[config.mk]
export PLATFORM = sky130hd
export DESIGN_NAME = prefetch_unit_flat
export DESIGN_NICKNAME = d
export VERILOG_FILES = /design/src/rtl/prefetch_if.sv /design/src/rtl/prefetch_unit.sv /design/src/flat_wrapper.sv
export SDC_FILE = /design/constraint.sdc
export NUM_CORES = 1
export LEC_CHECK = 0
export ABC_CLOCK_PERIOD_IN_PS = 3900
export CAP_MARGIN = 20
export CELL_PAD_IN_SITES_DETAIL_PLACEMENT = 1
export CELL_PAD_IN_SITES_GLOBAL_PLACEMENT = 2
export CORE_ASPECT_RATIO = 1.4
export CORE_MARGIN = 3
export CORE_UTILIZATION = 40
export DETAILED_ROUTE_END_ITERATION = 10
export HOLD_SLACK_MARGIN = 0.15
export PLACE_DENSITY_LB_ADDON = 0.1
export SETUP_SLACK_MARGIN = 0.4
export SLEW_MARGIN = 5
export SYNTH_ARGS = -nofsm -noshare
export SYNTH_HDL_FRONTEND = slang
export SYNTH_SLANG_ARGS = --single-unit
[constraint.sdc]
create_clock -name clk -period 3.9 [get_ports clk]
set_input_delay 0.585 -clock clk [delete_from_list [all_inputs] [get_ports clk]]
set_output_delay 0.585 -clock clk [all_outputs]
set_load 0.03 [all_outputs]
[src/rtl/prefetch_if.sv]
// Bundles the prefetch unit's redirect, instruction-memory and consumer signals.
// The master modport is the prefetch unit; the slave modport is its environment
// (core front end plus instruction memory).
interface prefetch_if;
    logic        redirect_valid;
    logic [31:0] redirect_pc;
    logic        imem_req;
    logic [31:0] imem_addr;
    logic        imem_gnt;
    logic        imem_rvalid;
    logic [31:0] imem_rdata;
    logic        instr_valid;
    logic        instr_ready;
    logic [31:0] instruction;
    logic [31:0] instr_pc;

    modport master (
        input  redirect_valid, redirect_pc,
        input  imem_gnt, imem_rvalid, imem_rdata,
        input  instr_ready,
        output imem_req, imem_addr,
        output instr_valid, instruction, instr_pc
    );

    modport slave (
        output redirect_valid, redirect_pc,
        output imem_gnt, imem_rvalid, imem_rdata,
        output instr_ready,
        input  imem_req, imem_addr,
        input  instr_valid, instruction, instr_pc
    );
endinterface

[src/rtl/prefetch_unit.sv]
// Instruction prefetch unit: issues word-aligned fetches against a credit limit
// of DEPTH (buffered + outstanding), buffers in-order responses in a small FIFO
// and drops responses belonging to a stream that was abandoned by a redirect.
module prefetch_unit #(
    parameter logic [31:0] RESET_PC = 32'h0000_0000,
    parameter int          DEPTH    = 4
) (
    input logic        clk,
    input logic        reset,
    prefetch_if.master bus
);
    localparam int PW = $clog2(DEPTH);
    localparam int CW = PW + 1;

    logic [31:0]   fetch_pc_q, fetch_pc_d;
    logic [31:0]   rsp_pc_q, rsp_pc_d;
    logic [CW-1:0] count_q, count_d;
    logic [CW-1:0] outst_q, outst_d;
    logic [CW-1:0] discard_q, discard_d;
    logic [PW-1:0] rd_ptr_q, rd_ptr_d;
    logic [PW-1:0] wr_ptr_q, wr_ptr_d;
    logic [31:0]   word_q [DEPTH];
    logic [31:0]   word_d [DEPTH];
    logic [31:0]   pc_q [DEPTH];
    logic [31:0]   pc_d [DEPTH];

    logic [CW:0]   used;
    logic [31:0]   redirect_aligned;
    logic          req;
    logic          grant;
    logic          rsp_ok;
    logic          push;
    logic          valid;
    logic          pop;

    // Handshake decode and next-state computation for every register.
    always_comb begin
        used             = {1'b0, count_q} + {1'b0, outst_q};
        redirect_aligned = {bus.redirect_pc[31:2], 2'b00};
        req    = !reset && !bus.redirect_valid && (used < (CW+1)'(DEPTH));
        grant  = req && bus.imem_gnt;
        rsp_ok = bus.imem_rvalid && (outst_q != '0);
        push   = rsp_ok && !bus.redirect_valid && (discard_q == '0);
        valid  = !reset && !bus.redirect_valid && (count_q != '0);
        pop    = valid && bus.instr_ready;

        fetch_pc_d = fetch_pc_q;
        rsp_pc_d   = rsp_pc_q;
        count_d    = count_q;
        outst_d    = outst_q;
        discard_d  = discard_q;
        rd_ptr_d   = rd_ptr_q;
        wr_ptr_d   = wr_ptr_q;
        word_d     = word_q;
        pc_d       = pc_q;

        if (grant && !rsp_ok) begin
            outst_d = outst_q + CW'(1);
        end else if (!grant && rsp_ok) begin
            outst_d = outst_q - CW'(1);
        end

        if (bus.redirect_valid) begin
            fetch_pc_d = redirect_aligned;
            rsp_pc_d   = redirect_aligned;
            count_d    = '0;
            rd_ptr_d   = '0;
            wr_ptr_d   = '0;
            discard_d  = outst_q - CW'(rsp_ok);
        end else begin
            if (grant) begin
                fetch_pc_d = fetch_pc_q + 32'd4;
            end
            if (rsp_ok && (discard_q != '0)) begin
                discard_d = discard_q - CW'(1);
            end
            if (push) begin
                word_d[wr_ptr_q] = bus.imem_rdata;
                pc_d[wr_ptr_q]   = rsp_pc_q;
                wr_ptr_d         = wr_ptr_q + PW'(1);
                rsp_pc_d         = rsp_pc_q + 32'd4;
            end
            if (pop) begin
                rd_ptr_d = rd_ptr_q + PW'(1);
            end
            if (push && !pop) begin
                count_d = count_q + CW'(1);
            end else if (!push && pop) begin
                count_d = count_q - CW'(1);
            end
        end
    end

    // State registers; reset clears control state, buffer storage just holds.
    always_ff @(posedge clk) begin
        if (reset) begin
            fetch_pc_q <= RESET_PC;
            rsp_pc_q   <= RESET_PC;
            count_q    <= '0;
            outst_q    <= '0;
            discard_q  <= '0;
            rd_ptr_q   <= '0;
            wr_ptr_q   <= '0;
        end else begin
            fetch_pc_q <= fetch_pc_d;
            rsp_pc_q   <= rsp_pc_d;
            count_q    <= count_d;
            outst_q    <= outst_d;
            discard_q  <= discard_d;
            rd_ptr_q   <= rd_ptr_d;
            wr_ptr_q   <= wr_ptr_d;
            word_q     <= word_d;
            pc_q       <= pc_d;
        end
    end

    assign bus.imem_req    = req;
    assign bus.imem_addr   = fetch_pc_q;
    assign bus.instr_valid = valid;
    assign bus.instruction = valid ? word_q[rd_ptr_q] : 32'h0;
    assign bus.instr_pc    = valid ? pc_q[rd_ptr_q] : 32'h0;
endmodule
[src/flat_wrapper.sv]
// flat-port wrapper written by rule: the top's interface ports become plain ports
module prefetch_unit_flat 
#(
    parameter logic [31:0] RESET_PC = 32'h0000_0000,
    parameter int          DEPTH    = 4
)
  (clk, reset, bus_redirect_valid, bus_redirect_pc, bus_imem_gnt, bus_imem_rvalid, bus_imem_rdata, bus_instr_ready, bus_imem_req, bus_imem_addr, bus_instr_valid, bus_instruction, bus_instr_pc);
  prefetch_if bus_i ();
  input logic clk;
  input logic reset;
  input wire logic [$bits(bus_i.redirect_valid)-1:0] bus_redirect_valid;
  input wire logic [$bits(bus_i.redirect_pc)-1:0] bus_redirect_pc;
  input wire logic [$bits(bus_i.imem_gnt)-1:0] bus_imem_gnt;
  input wire logic [$bits(bus_i.imem_rvalid)-1:0] bus_imem_rvalid;
  input wire logic [$bits(bus_i.imem_rdata)-1:0] bus_imem_rdata;
  input wire logic [$bits(bus_i.instr_ready)-1:0] bus_instr_ready;
  output wire logic [$bits(bus_i.imem_req)-1:0] bus_imem_req;
  output wire logic [$bits(bus_i.imem_addr)-1:0] bus_imem_addr;
  output wire logic [$bits(bus_i.instr_valid)-1:0] bus_instr_valid;
  output wire logic [$bits(bus_i.instruction)-1:0] bus_instruction;
  output wire logic [$bits(bus_i.instr_pc)-1:0] bus_instr_pc;
  assign bus_i.redirect_valid = bus_redirect_valid;
  assign bus_i.redirect_pc = bus_redirect_pc;
  assign bus_i.imem_gnt = bus_imem_gnt;
  assign bus_i.imem_rvalid = bus_imem_rvalid;
  assign bus_i.imem_rdata = bus_imem_rdata;
  assign bus_i.instr_ready = bus_instr_ready;
  assign bus_imem_req = bus_i.imem_req;
  assign bus_imem_addr = bus_i.imem_addr;
  assign bus_instr_valid = bus_i.instr_valid;
  assign bus_instruction = bus_i.instruction;
  assign bus_instr_pc = bus_i.instr_pc;
  prefetch_unit #(.RESET_PC(RESET_PC), .DEPTH(DEPTH)) u_core (.clk(clk), .reset(reset), .bus(bus_i));
endmodule
==> out/results.ini, run 1 <==
[outcome]
status=completed

[detailed_routing]
initialDrtViolationCount=456
post_drt_via_cell_ratio=5.781
num_vias=9366
drt_wl_total_um=38800
dr.pass1.iters=4
ant_nets=0
avgRoutedWirePerCell_um=23.95
drc=0

[timing]
slew_viol_final=0
setup_viol_count_final=0
tns_ps=0
fin_crit_sh_pct=82.34
slew_headroom_pct=28.80
fin_crit_ps=3211
rsz0062_at_grt=false
hold_viol_final=0
fmax_ghz=0.3114
fin_skew_ps=24.52
tightest_slew_ps=1058

[die]
initial_core_util_pct=40.94
io_pins=168
rows=80
die_h_um=227.8
die_w_um=164.4
core_area_um2=34330
dieArea_um2=37450

[synth]
synthDominantCellAreaShare_pct=52.99
synth_edf_count=248
yosys_warnings=0
synthAdderAreaFrac_pct=1.531
synth_most_common_cell=edfxtp_1
synth_cells=984
yosysUniqueCellTypes=67
yosysSeqAreaShare_pct=63.38
yosysTopAreaCell=edfxtp_1
synth-main-ff-cell=edfxtp_1
syn_area_um2=14050
yosys.area_share.simple_pct=13.75
yosys_register_bits=321
synthMuxAreaShare_pct=10.16
synth-compound-area-share_pct=7.344
synth_xor_xnor_area_share_pct=1.184
synth_top_family_by_area=simple AND/OR/NAND/NOR gates
synth_area_per_cell_um2=14.28
async_flop_share_pct=0
netlist_top_cells_count=248 x edfxtp_1, 74 x and3_1, 73 x dfxtp_1
yosys-top-cells-area=edfxtp_1 53%, dfxtp_1 10%, mux4_2 9.9%

[clocking]
clk-insertion-delay-late_ps=570
cts_inserted_buffers=31
cts_buffer_depth=3
htreeDepth=1
postCtsResizedCells=0
cts_num_sinks=321
cts_root_buffer=clkbuf_16
post_cts_buffers=0
clk_pin_slew_worst_paths_ps=60
post_cts_hold_buffer_count=0
cts_tree=yes

[setup_path]
worst_path_max_delay_cell=dfxtp_4
path_class=flip-flop to primary output
cp-startpoint=u_core.rd_ptr_q[0]
crit_buf_inv=2
endpoint_kind=primary output
timing.reg2reg.setup_slack_ps=1070
crit_path_max_incr_delay_ps=680
cp_max_fo=23
r2r-end=u_core.count_q[2]
reg2regPathDepth=11
cp.arrival_ps=2630
cp-start-kind=flip-flop
worstPathCellList=buf_4 > mux4_2 > and3_1 > buf_12
cp.required_ps=3310
path_delay_family=flip-flops
worst_r2r_startpoint=u_core.discard_q[0]

[hold_path]
worst_hold_path_type=input port to flip-flop
hp-start=bus_redirect_valid
whs_endpoint=u_core.bus.imem_addr[11]
hold_depth=3

[power]
p_clk_share_pct=38.6
seqPwrFrac_pct=49.6
ir_drop_mv=0.3133
p_sw_share_pct=24.84
p_comb_share_pct=11.8
p_int_mw=5.973
p_switching_mw=1.974
p_leak_nw=5.965
power.density_nw_per_um2=453.8

[finish]
nets=1231
finish.utilization_pct=51.01
final_layout_size_suffix_gt1_share_pct=20.02
syn2layout_area_growth_pct=24.61
n_antenna_cell=0

[placed_design]
port_buffers=161
place.gp.congestion=0.8595
hpwl_um=26130

[global_routing]
grt_usage_pct=20.70
grt_overflow=0
grt_pass1_vias=10156
antenna_found_initial=0
grt_pass1_wl_um=60110
grt_max_degree=66

[run]
maxCapViolations=0

power by group through the flow:
| stage | Combinational [mW] | Clock [mW] | Sequential (mW) |
|---|---|---|---|
| 2_1_floorplan | 0.507 | 0 | 4.00 |
| 6_report | 0.941 | 3.07 | 3.94 |
| 5_1_grt | 1.03 | 3.30 | 3.96 |
| 4_1_cts | 0.959 | 3.16 | 3.94 |
| 3_3_place_gp | 0.934 | 0 | 4.00 |
| 3_5_place_dp | 0.951 | 0 | 4.01 |
registers in the layout, indices dropped and copies added, names as in the netlist:
signal                cells
u_core.count_q            3
u_core.rsp_pc_q          30
u_core.pc_q             120
u_core.bus.imem_addr     30
u_core.outst_q            3
u_core.word_q           128
u_core.wr_ptr_q           2
u_core.rd_ptr_q           2
u_core.discard_q          3
how the worst max path moves through the flow:
stage	endpoint	slack (ps)	cells after the start
6_report	bus_instr_pc[10]	690	4
3_3_place_gp	u_core.count_q[2]	550	10
4_1_cts	bus_instr_pc[10]	580	4
5_1_grt	bus_instr_pc[10]	510	4
2_1_floorplan	u_core.pc_q[10]	470	5
3_5_place_dp	u_core.count_q[2]	490	10
placed cells by master (no fill, tap or decap), drive strengths merged, types with 14 or more instances in the layout:
| cell | count |
|---|---|
| or4 | 17 |
| clkbuf | 40 |
| edfxtp | 248 |
| a31oi | 18 |
| inv | 19 |
| nand4 | 29 |
| ha | 14 |
| dfxtp | 73 |
| clkdlybuf4s50 | 96 |
| and3 | 74 |
| buf | 99 |
| nor4 | 19 |
| and4 | 14 |
| mux4 | 62 |
| o211ai | 15 |
| nor2 | 28 |
| o21ai | 15 |
| nand2 | 48 |
| nor3 | 19 |
| nand3 | 38 |
per-stage QoR:
stage	power, mW	setup WS, ps	hold slack [ps]	std cells	cell area [um2]
final	7.947	688.5	453.2	1620	17510
after global routing	8.287	510.1	448.2	1620	17510
after CTS	8.055	579.9	429.0	1620	17510
after detailed placement	4.964	492.6	491.6	1563	16470
after global placement	4.938	551.4	490.4	1563	16470
after floorplan	4.512	474.2	469.2	987	14070
worst min-delay path, stage by stage:
cell,delay [ps]
buf_2,200
nand2_1,90
a31oi_1,70
layout make-up:
type / instances / area (um2)
fillers: 3367 / 16820
flip-flops and latches: 321 / 8914
multi-input cells: 575 / 4802
clock buffers: 40 / 849.6
well taps: 451 / 564.3
clock inverters: 17 / 190.2
inverters: 21 / 78.83
repair buffers: 195 / 2115
cells by family after synthesis:
group	count (synthesis)
AOI/OAI and AO/OA	143
xor gates and xnor gates	19
adders and majority gates	16
buffers and inverters	91
DFF	321
muxes	65
other	1
and+or+nand+nor	328
routing by layer:
metal / vias up / GRT usage [%] / share of wire, %
met2: 235 / 38.61 / 54
met4: 0 / 7.343 / 3.4
met5: - / 0 / 0
met1: 4773 / 23.63 / 39
li1: 4283 / - / -
met3: 75 / 3.230 / 4.5
No activity file was read; power rests on OpenSTA's default activity.
==> inputs of run 2 (changes only) <==
--- a/config.mk
+++ b/config.mk
@@ -5,7 +5,7 @@
 export SDC_FILE = /design/constraint.sdc
 export NUM_CORES = 1
 export LEC_CHECK = 0
-export ABC_CLOCK_PERIOD_IN_PS = 3900
+export ABC_CLOCK_PERIOD_IN_PS = 3200
 export CAP_MARGIN = 20
 export CELL_PAD_IN_SITES_DETAIL_PLACEMENT = 1
 export CELL_PAD_IN_SITES_GLOBAL_PLACEMENT = 2
==> constraint.sdc (replaced) <==
create_clock -name clk -period 3.2 [get_ports clk]
set_input_delay 0.48 -clock clk [delete_from_list [all_inputs] [get_ports clk]]
set_output_delay 0.48 -clock clk [all_outputs]
set_load 0.03 [all_outputs]
==> run 2 against run 1 <==
Effect of this change:
- routed wire length decreased by 1.4%
- clock-buffer cell count increased by 4
- utilization increased by 0.27 points
- die area unchanged
- final cell count increased by 1.1%
- power increased by 19%
- cell area increased by 0.53%
- global-route usage decreased by 0.27 points
- combinational power increased by 28%
- clock skew increased by 6.7 ps
- critical endpoint is now bus_instruction[26]
- largest cell class unchanged
==> out/results.ini, run 2 (synthesized netlist as in run 1, its figures left out) <==
[placed_design]
port_buffers=161  ; unchanged
place_inst=1575  ; was 1563
place.gp.congestion=0.8564  ; was 0.8595
hpwl_um=25880  ; was 26130 um

[finish]
largest_reg_flops=128  ; unchanged
nets=1248  ; was 1231
final_layout_size_suffix_gt1_share_pct=20.98  ; was 20.02%
layout_common_cells=248 x edfxtp_1, 96 x clkdlybuf4s50_1, 80 x buf_4, 74 x and3_1, 71 x dfxtp_1  ; was 248 x edfxtp_1, 96 x clkdlybuf4s50_1, 74 x and3_1, 71 x dfxtp_1, 65 x buf_4
top_regs=u_core.word_q x128, u_core.pc_q x120  ; unchanged
fin_cells=1638  ; was 1620
n_antenna_cell=0  ; unchanged
syn2layout_area_growth_pct=25.26  ; was 24.61%
final_common_cell=edfxtp_1  ; unchanged
largest-register=u_core.word_q  ; unchanged
finish.utilization_pct=51.28  ; was 51.01%

[detailed_routing]
avgRoutedWirePerCell_um=23.36  ; was 23.95 um
dr.pass1.iters=4  ; unchanged
drt_wl_total_um=38270  ; was 38800 um
ant_nets=0  ; unchanged
drc=0  ; unchanged
num_vias=9336  ; was 9366
post_drt_via_cell_ratio=5.700  ; was 5.781
initialDrtViolationCount=512  ; was 456

[global_routing]
grt_max_degree=74  ; was 66
grt_pass1_vias=10185  ; was 10156
met3_usage_pct=2.160  ; was 3.230%
grt_util_met1_pct=24.96  ; was 23.63%
grt_overflow=0  ; unchanged
grt.met2_usage_pct=37.02  ; was 38.61%
grt_pass1_wl_um=59590  ; was 60110 um
grt_usage_pct=20.43  ; was 20.70%
grt_busiest_layer=met2  ; unchanged
antenna_found_initial=0  ; unchanged

[timing]
slew_headroom_pct=36.10  ; was 28.80%
fin_crit_sh_pct=83.47
fin_skew_ps=31.21  ; was 24.52 ps
fin_crit_ps=2671
tns_ps=0  ; unchanged
rsz0062_at_grt=false  ; unchanged
slew_viol_final=0  ; unchanged
setup_viol_count_final=0  ; unchanged
fmax_ghz=0.3744
hold_viol_final=0  ; unchanged
tightest_slew_ps=948.4  ; was 1058 ps

[outcome]
status=completed  ; unchanged

[die]
initial_core_util_pct=40.94  ; unchanged
die_h_um=227.8  ; unchanged
core_area_um2=34330  ; unchanged
io_pins=168  ; unchanged
dieArea_um2=37450  ; unchanged
die_w_um=164.4  ; unchanged
rows=80  ; unchanged

[clocking]
htreeDepth=1  ; unchanged
cts_buffer_depth=3  ; unchanged
cts_tree=yes  ; unchanged
cts_root_buffer=clkbuf_16  ; unchanged
clk-insertion-delay-late_ps=570  ; about the same
clk_pin_slew_worst_paths_ps=60  ; about the same
cts_num_sinks=321  ; unchanged
cts_inserted_buffers=31  ; unchanged

[power]
p_leak_nw=6.012  ; was 5.965 nW
power.density_nw_per_um2=539.3  ; was 453.8 nW/um2
ir_drop_mv=0.3651  ; was 0.3133 mV

[hold_path]
worst_hold_path_type=flip-flop to flip-flop  ; was input port to flip-flop

[setup_path]
cp-start-kind=flip-flop  ; unchanged
endpoint_kind=primary output  ; unchanged
cp.arrival_ps=2190  ; was 2630 ps
cp_max_fo=8  ; was 23
path_class=flip-flop to primary output  ; unchanged
cp.required_ps=2720  ; was 3310 ps

[run]
maxCapViolations=0  ; unchanged

[run 2: where the power goes]
part | switching, mW | internal, mW
combinational | 0.690 | 0.510
sequential | 0.172 | 4.62
clock | 1.55 | 1.95
total | 2.41 | 7.08
[run 2: layout make-up]
class / count / area, um2
repair buffers: 212 / 2266
clock buffers: 44 / 854.6
well taps: 451 / 564.3
clock inverters: 14 / 117.6
inverters: 21 / 78.83
multi-input cells: 575 / 4808
flip-flops and latches: 321 / 8916
fillers: 3377 / 16730
[run 2: critical path, stage by stage (launching register included)]
cell,delay (ps)
dfxtp_4,460
buf_4,250
mux4_2,520
and3_1,220
buf_4,170
[run 2: final timing paths]
path              depth (start not counted)                   to  slack (ps)                 from
hold / removal                            2   u_core.wr_ptr_q[1]         510   u_core.wr_ptr_q[1]
setup / recovery                          4  bus_instruction[26]         530   u_core.rd_ptr_q[0]
hold reg to reg                           2   u_core.wr_ptr_q[1]         510   u_core.wr_ptr_q[1]
setup reg to reg                         11    u_core.count_q[2]         620  u_core.discard_q[0]
[run 2: per-layer routing]
layer  up-vias  routed length [um]
met3        61                1336
met2       202               20050
met1      4769               15560
met4         0                1327
li1       4304                   -
met5         -                   0
[run 2: through the flow]
stage          worst slack [ps]  total power, mW  instance area, um2  hold slack, ps
6_report                  528.9            9.494               17610           512.1
5_1_grt                   428.3            9.888               17610           527.5
4_1_cts                   446.6            9.596               17590           478.7
3_5_place_dp              149.3            6.080               16560           511.2
3_3_place_gp              204.7            6.063               16560           491.7
2_1_floorplan             456.5            5.501               14080           469.2
[run 2: what timing repair did]
action,CTS,global route
pin swaps,0,1
gates resized for setup,2,0
hold buffers,0,0
cloned,1,0
setup buffers,2,2
endpoints found under the setup margin,51,1
==> inputs of run 3 (changes only) <==
--- a/config.mk
+++ b/config.mk
@@ -5,13 +5,13 @@
 export SDC_FILE = /design/constraint.sdc
 export NUM_CORES = 1
 export LEC_CHECK = 0
-export ABC_CLOCK_PERIOD_IN_PS = 3200
+export ABC_CLOCK_PERIOD_IN_PS = 2400
 export CAP_MARGIN = 20
 export CELL_PAD_IN_SITES_DETAIL_PLACEMENT = 1
 export CELL_PAD_IN_SITES_GLOBAL_PLACEMENT = 2
 export CORE_ASPECT_RATIO = 1.4
 export CORE_MARGIN = 3
-export CORE_UTILIZATION = 40
+export CORE_UTILIZATION = 36
 export DETAILED_ROUTE_END_ITERATION = 10
 export HOLD_SLACK_MARGIN = 0.15
 export PLACE_DENSITY_LB_ADDON = 0.1
==> constraint.sdc (replaced) <==
create_clock -name clk -period 2.4 [get_ports clk]
set_input_delay 0.36 -clock clk [delete_from_list [all_inputs] [get_ports clk]]
set_output_delay 0.36 -clock clk [all_outputs]
set_load 0.03 [all_outputs]
==> run 3 against run 2 <==
Effect of this change:
- the run now ends with setup timing left
- first-iteration DRC count decreased by 9.4%
- final cell count is 11% higher
- via count grew 6.0%
- worst hold slack worse by 280 ps
- routed wire length grew 12%
- clock-buffer cell count decreased by 6
- power increased by 47%
- clock skew is 20 ps lower
- global-route usage grew 0.16 points
- flip-flop and latch count unchanged
==> out/results.ini, run 3 (synthesized netlist as in run 1, its figures left out) <==
[global_routing]
grt_usage_pct=20.59  ; was 20.43%
grt_pass1_wl_um=65540  ; was 59590 um
grt_max_degree=35  ; was 74
grt_pass1_vias=10690  ; was 10185
grt_overflow=0  ; unchanged
antenna_found_initial=0  ; unchanged

[timing]
setup_viol_count_final=53  ; was 0
fin_crit_sh_pct=102.8
fin_skew_ps=11.66  ; was 31.21 ps
hold_viol_final=0  ; unchanged
tightest_slew_ps=780.7  ; was 948.4 ps
slew_headroom_pct=47.41  ; was 36.10%
worst_slack_ps=-66.28  ; was 528.9 ps
rsz0062_at_grt=true  ; was false
fmax_ghz=0.4055
slew_viol_final=0  ; unchanged
fin_crit_ps=2466

[clocking]
clk_pin_slew_worst_paths_ps=60  ; about the same
cts_tree=yes  ; unchanged
cts_num_sinks=321  ; unchanged
clk-insertion-delay-late_ps=520  ; was 570 ps
htreeDepth=2  ; was 1
cts_root_buffer=clkbuf_16  ; unchanged
cts_buffer_depth=3  ; unchanged
cts_inserted_buffers=34  ; was 31

[finish]
final_layout_size_suffix_gt1_share_pct=37.98  ; was 20.98%
top_regs=u_core.word_q x128, u_core.pc_q x120  ; unchanged
n_antenna_cell=0  ; unchanged
layout_common_cells=248 x edfxtp_1, 95 x buf_4, 69 x clkdlybuf4s50_1, 63 x and3_4, 62 x mux4_2  ; was 248 x edfxtp_1, 96 x clkdlybuf4s50_1, 80 x buf_4, 74 x and3_1, 71 x dfxtp_1
largest_reg_flops=128  ; unchanged
nets=1350  ; was 1248
stdcell_area_um2=19910  ; was 17610 um2
final_common_cell=edfxtp_1  ; unchanged
n_fill_cell=3782  ; was 3377
syn2layout_area_growth_pct=41.69  ; was 25.26%
largest-register=u_core.word_q  ; unchanged

[setup_path]
worstPathCellList=buf_12 > buf_8 > buf_12 > mux4_2 > and3_4 > buf_12  ; was buf_4 > mux4_2 > and3_1 > buf_4
crit_path_max_incr_delay_ps=520  ; about the same
cp-start-kind=flip-flop  ; unchanged
timing.reg2reg.setup_slack_ps=190  ; was 620 ps
cp.arrival_ps=2110  ; was 2190 ps
crit_path_frequent_cell=buf_12  ; was buf_4
crit_buf_inv=4  ; was 2
worst_path_max_delay_cell=mux4_2  ; unchanged
endpoint_kind=primary output  ; unchanged
path_delay_family=multiplexers  ; unchanged
path_class=flip-flop to primary output  ; unchanged
cp_max_fo=6  ; was 8
cp.required_ps=2040  ; was 2720 ps

[power]
p_leak_nw=6.824  ; was 6.012 nW
power.density_nw_per_um2=700.4  ; was 539.3 nW/um2
ir_drop_mv=0.5319  ; was 0.3651 mV

[placed_design]
pre_cts_slack_ps=-317.8  ; was 149.3 ps
placed_cell_area_um2=17360  ; was 16560 um2
hpwl_um=28700  ; was 25880 um
port_buffers=161  ; unchanged
place.gp.congestion=0.8507  ; was 0.8564

[detailed_routing]
dr.pass1.iters=5  ; was 4
post_drt_via_cell_ratio=5.459  ; was 5.700
drc=0  ; unchanged
avgRoutedWirePerCell_um=23.69  ; was 23.36 um
drt_wl_total_um=42920  ; was 38270 um
ant_nets=0  ; unchanged
num_vias=9892  ; was 9336
initialDrtViolationCount=464  ; was 512

[outcome]
violations=setup timing
status=finished, violations left  ; was completed

[die]
rows=85  ; was 80
dieArea_um2=41480  ; was 37450 um2
io_pins=168  ; unchanged
core_area_um2=38500  ; was 34330 um2
die_h_um=239.8  ; was 227.8 um
die_w_um=173.0  ; was 164.4 um
initial_core_util_pct=36.51  ; was 40.94%

[run]
maxCapViolations=0  ; unchanged

[hold_path]
worst_hold_path_type=input port to flip-flop  ; was flip-flop to flip-flop

-- run 3: cell count changes in the layout (fill, tap and decap cells not counted), sizes merged --
cell	previous run	this run
clkinv	8	19
bufinv	1	4
clkinvlp	5	2
buf	115	214
dlygate4sd2	0	25
clkbuf	44	38
dlymetal6s2s	0	2
inv	21	20
clkdlybuf4s50	96	69
-- run 3: timing repair --
| action | in CTS | in global routing |
|---|---|---|
| setup endpoints to repair | 143 | 240 |
| buffers inserted | 23 | 10 |
| pin swaps | 35 | 23 |
| hold buffers | 0 | 0 |
| resized for setup | 177 | 49 |
| gates cloned | 13 | 1 |
-- run 3: area by class of cell --
class	count	area (um2)	area share (%)
clock buffers	38	887.1	4.455
multi-input cells	575	5389	27.06
flip-flops and latches	321	8977	45.08
clock inverters	24	244.0	1.225
inverters	21	81.33	0.4084
repair buffers	311	3682	18.49
well taps	522	653.1	3.280
-- run 3: path summary, 6_finish.rpt --
path / from / endpoint / cells after the start
worst max-delay path: u_core.rd_ptr_q[0] / bus_instr_pc[23] / 6
worst min-delay path: bus_redirect_valid / u_core.bus.imem_addr[11] / 3
worst max register to register: u_core.discard_q[0] / u_core.count_q[2] / 11
worst min register to register: u_core.wr_ptr_q[1] / u_core.wr_ptr_q[1] / 2
-- run 3: per-stage QoR --
stage | utilization (%) | hold slack, ps | power [mW] | cells | TNS, ps
2_1_floorplan | - | 458.9 | 7.431 | 987 | 0
3_3_place_gp | 45.08 | 489.5 | 8.356 | 1703 | -321.0
3_5_place_dp | 45.08 | 505.0 | 8.387 | 1703 | -1964
4_1_cts | 51.06 | 213.7 | 14.03 | 1801 | -3705
5_1_grt | 51.73 | 252.1 | 14.53 | 1812 | -5096
6_report | 51.73 | 233.5 | 13.95 | 1812 | -1729
-- run 3: worst reg2reg max path, cell delays in order, from the launching register on --
cell	delay, ps
dfxtp_2	310
inv_2	70
ha_4	150
nand2b_4	60
or3_4	400
inv_4	80
ha_4	130
inv_2	30
fa_2	330
xor2_1	150
or3_1	320
a21oi_2	110
-- run 3: metal layers --
| layer | vias up | share of wire [%] | wire length, um | global-route usage [%] |
|---|---|---|---|---|
| met5 | - | 0 | 0 | 0 |
| met4 | 0 | 2.9 | 1244 | 6.860 |
| met3 | 65 | 3.3 | 1414 | 2.712 |
| met2 | 238 | 55 | 23580 | 39.39 |
| met1 | 5067 | 39 | 16690 | 23.66 |
| li1 | 4522 | - | - | - |
-- run 3: power by group --
part	leakage [nW]	internal (mW)	total, mW	switching [mW]
clock	0.548	3.12	5.32	2.20
combinational	3.41	1.07	2.28	1.20
sequential	2.87	6.18	6.36	0.180
total	6.82	10.4	13.9	3.58
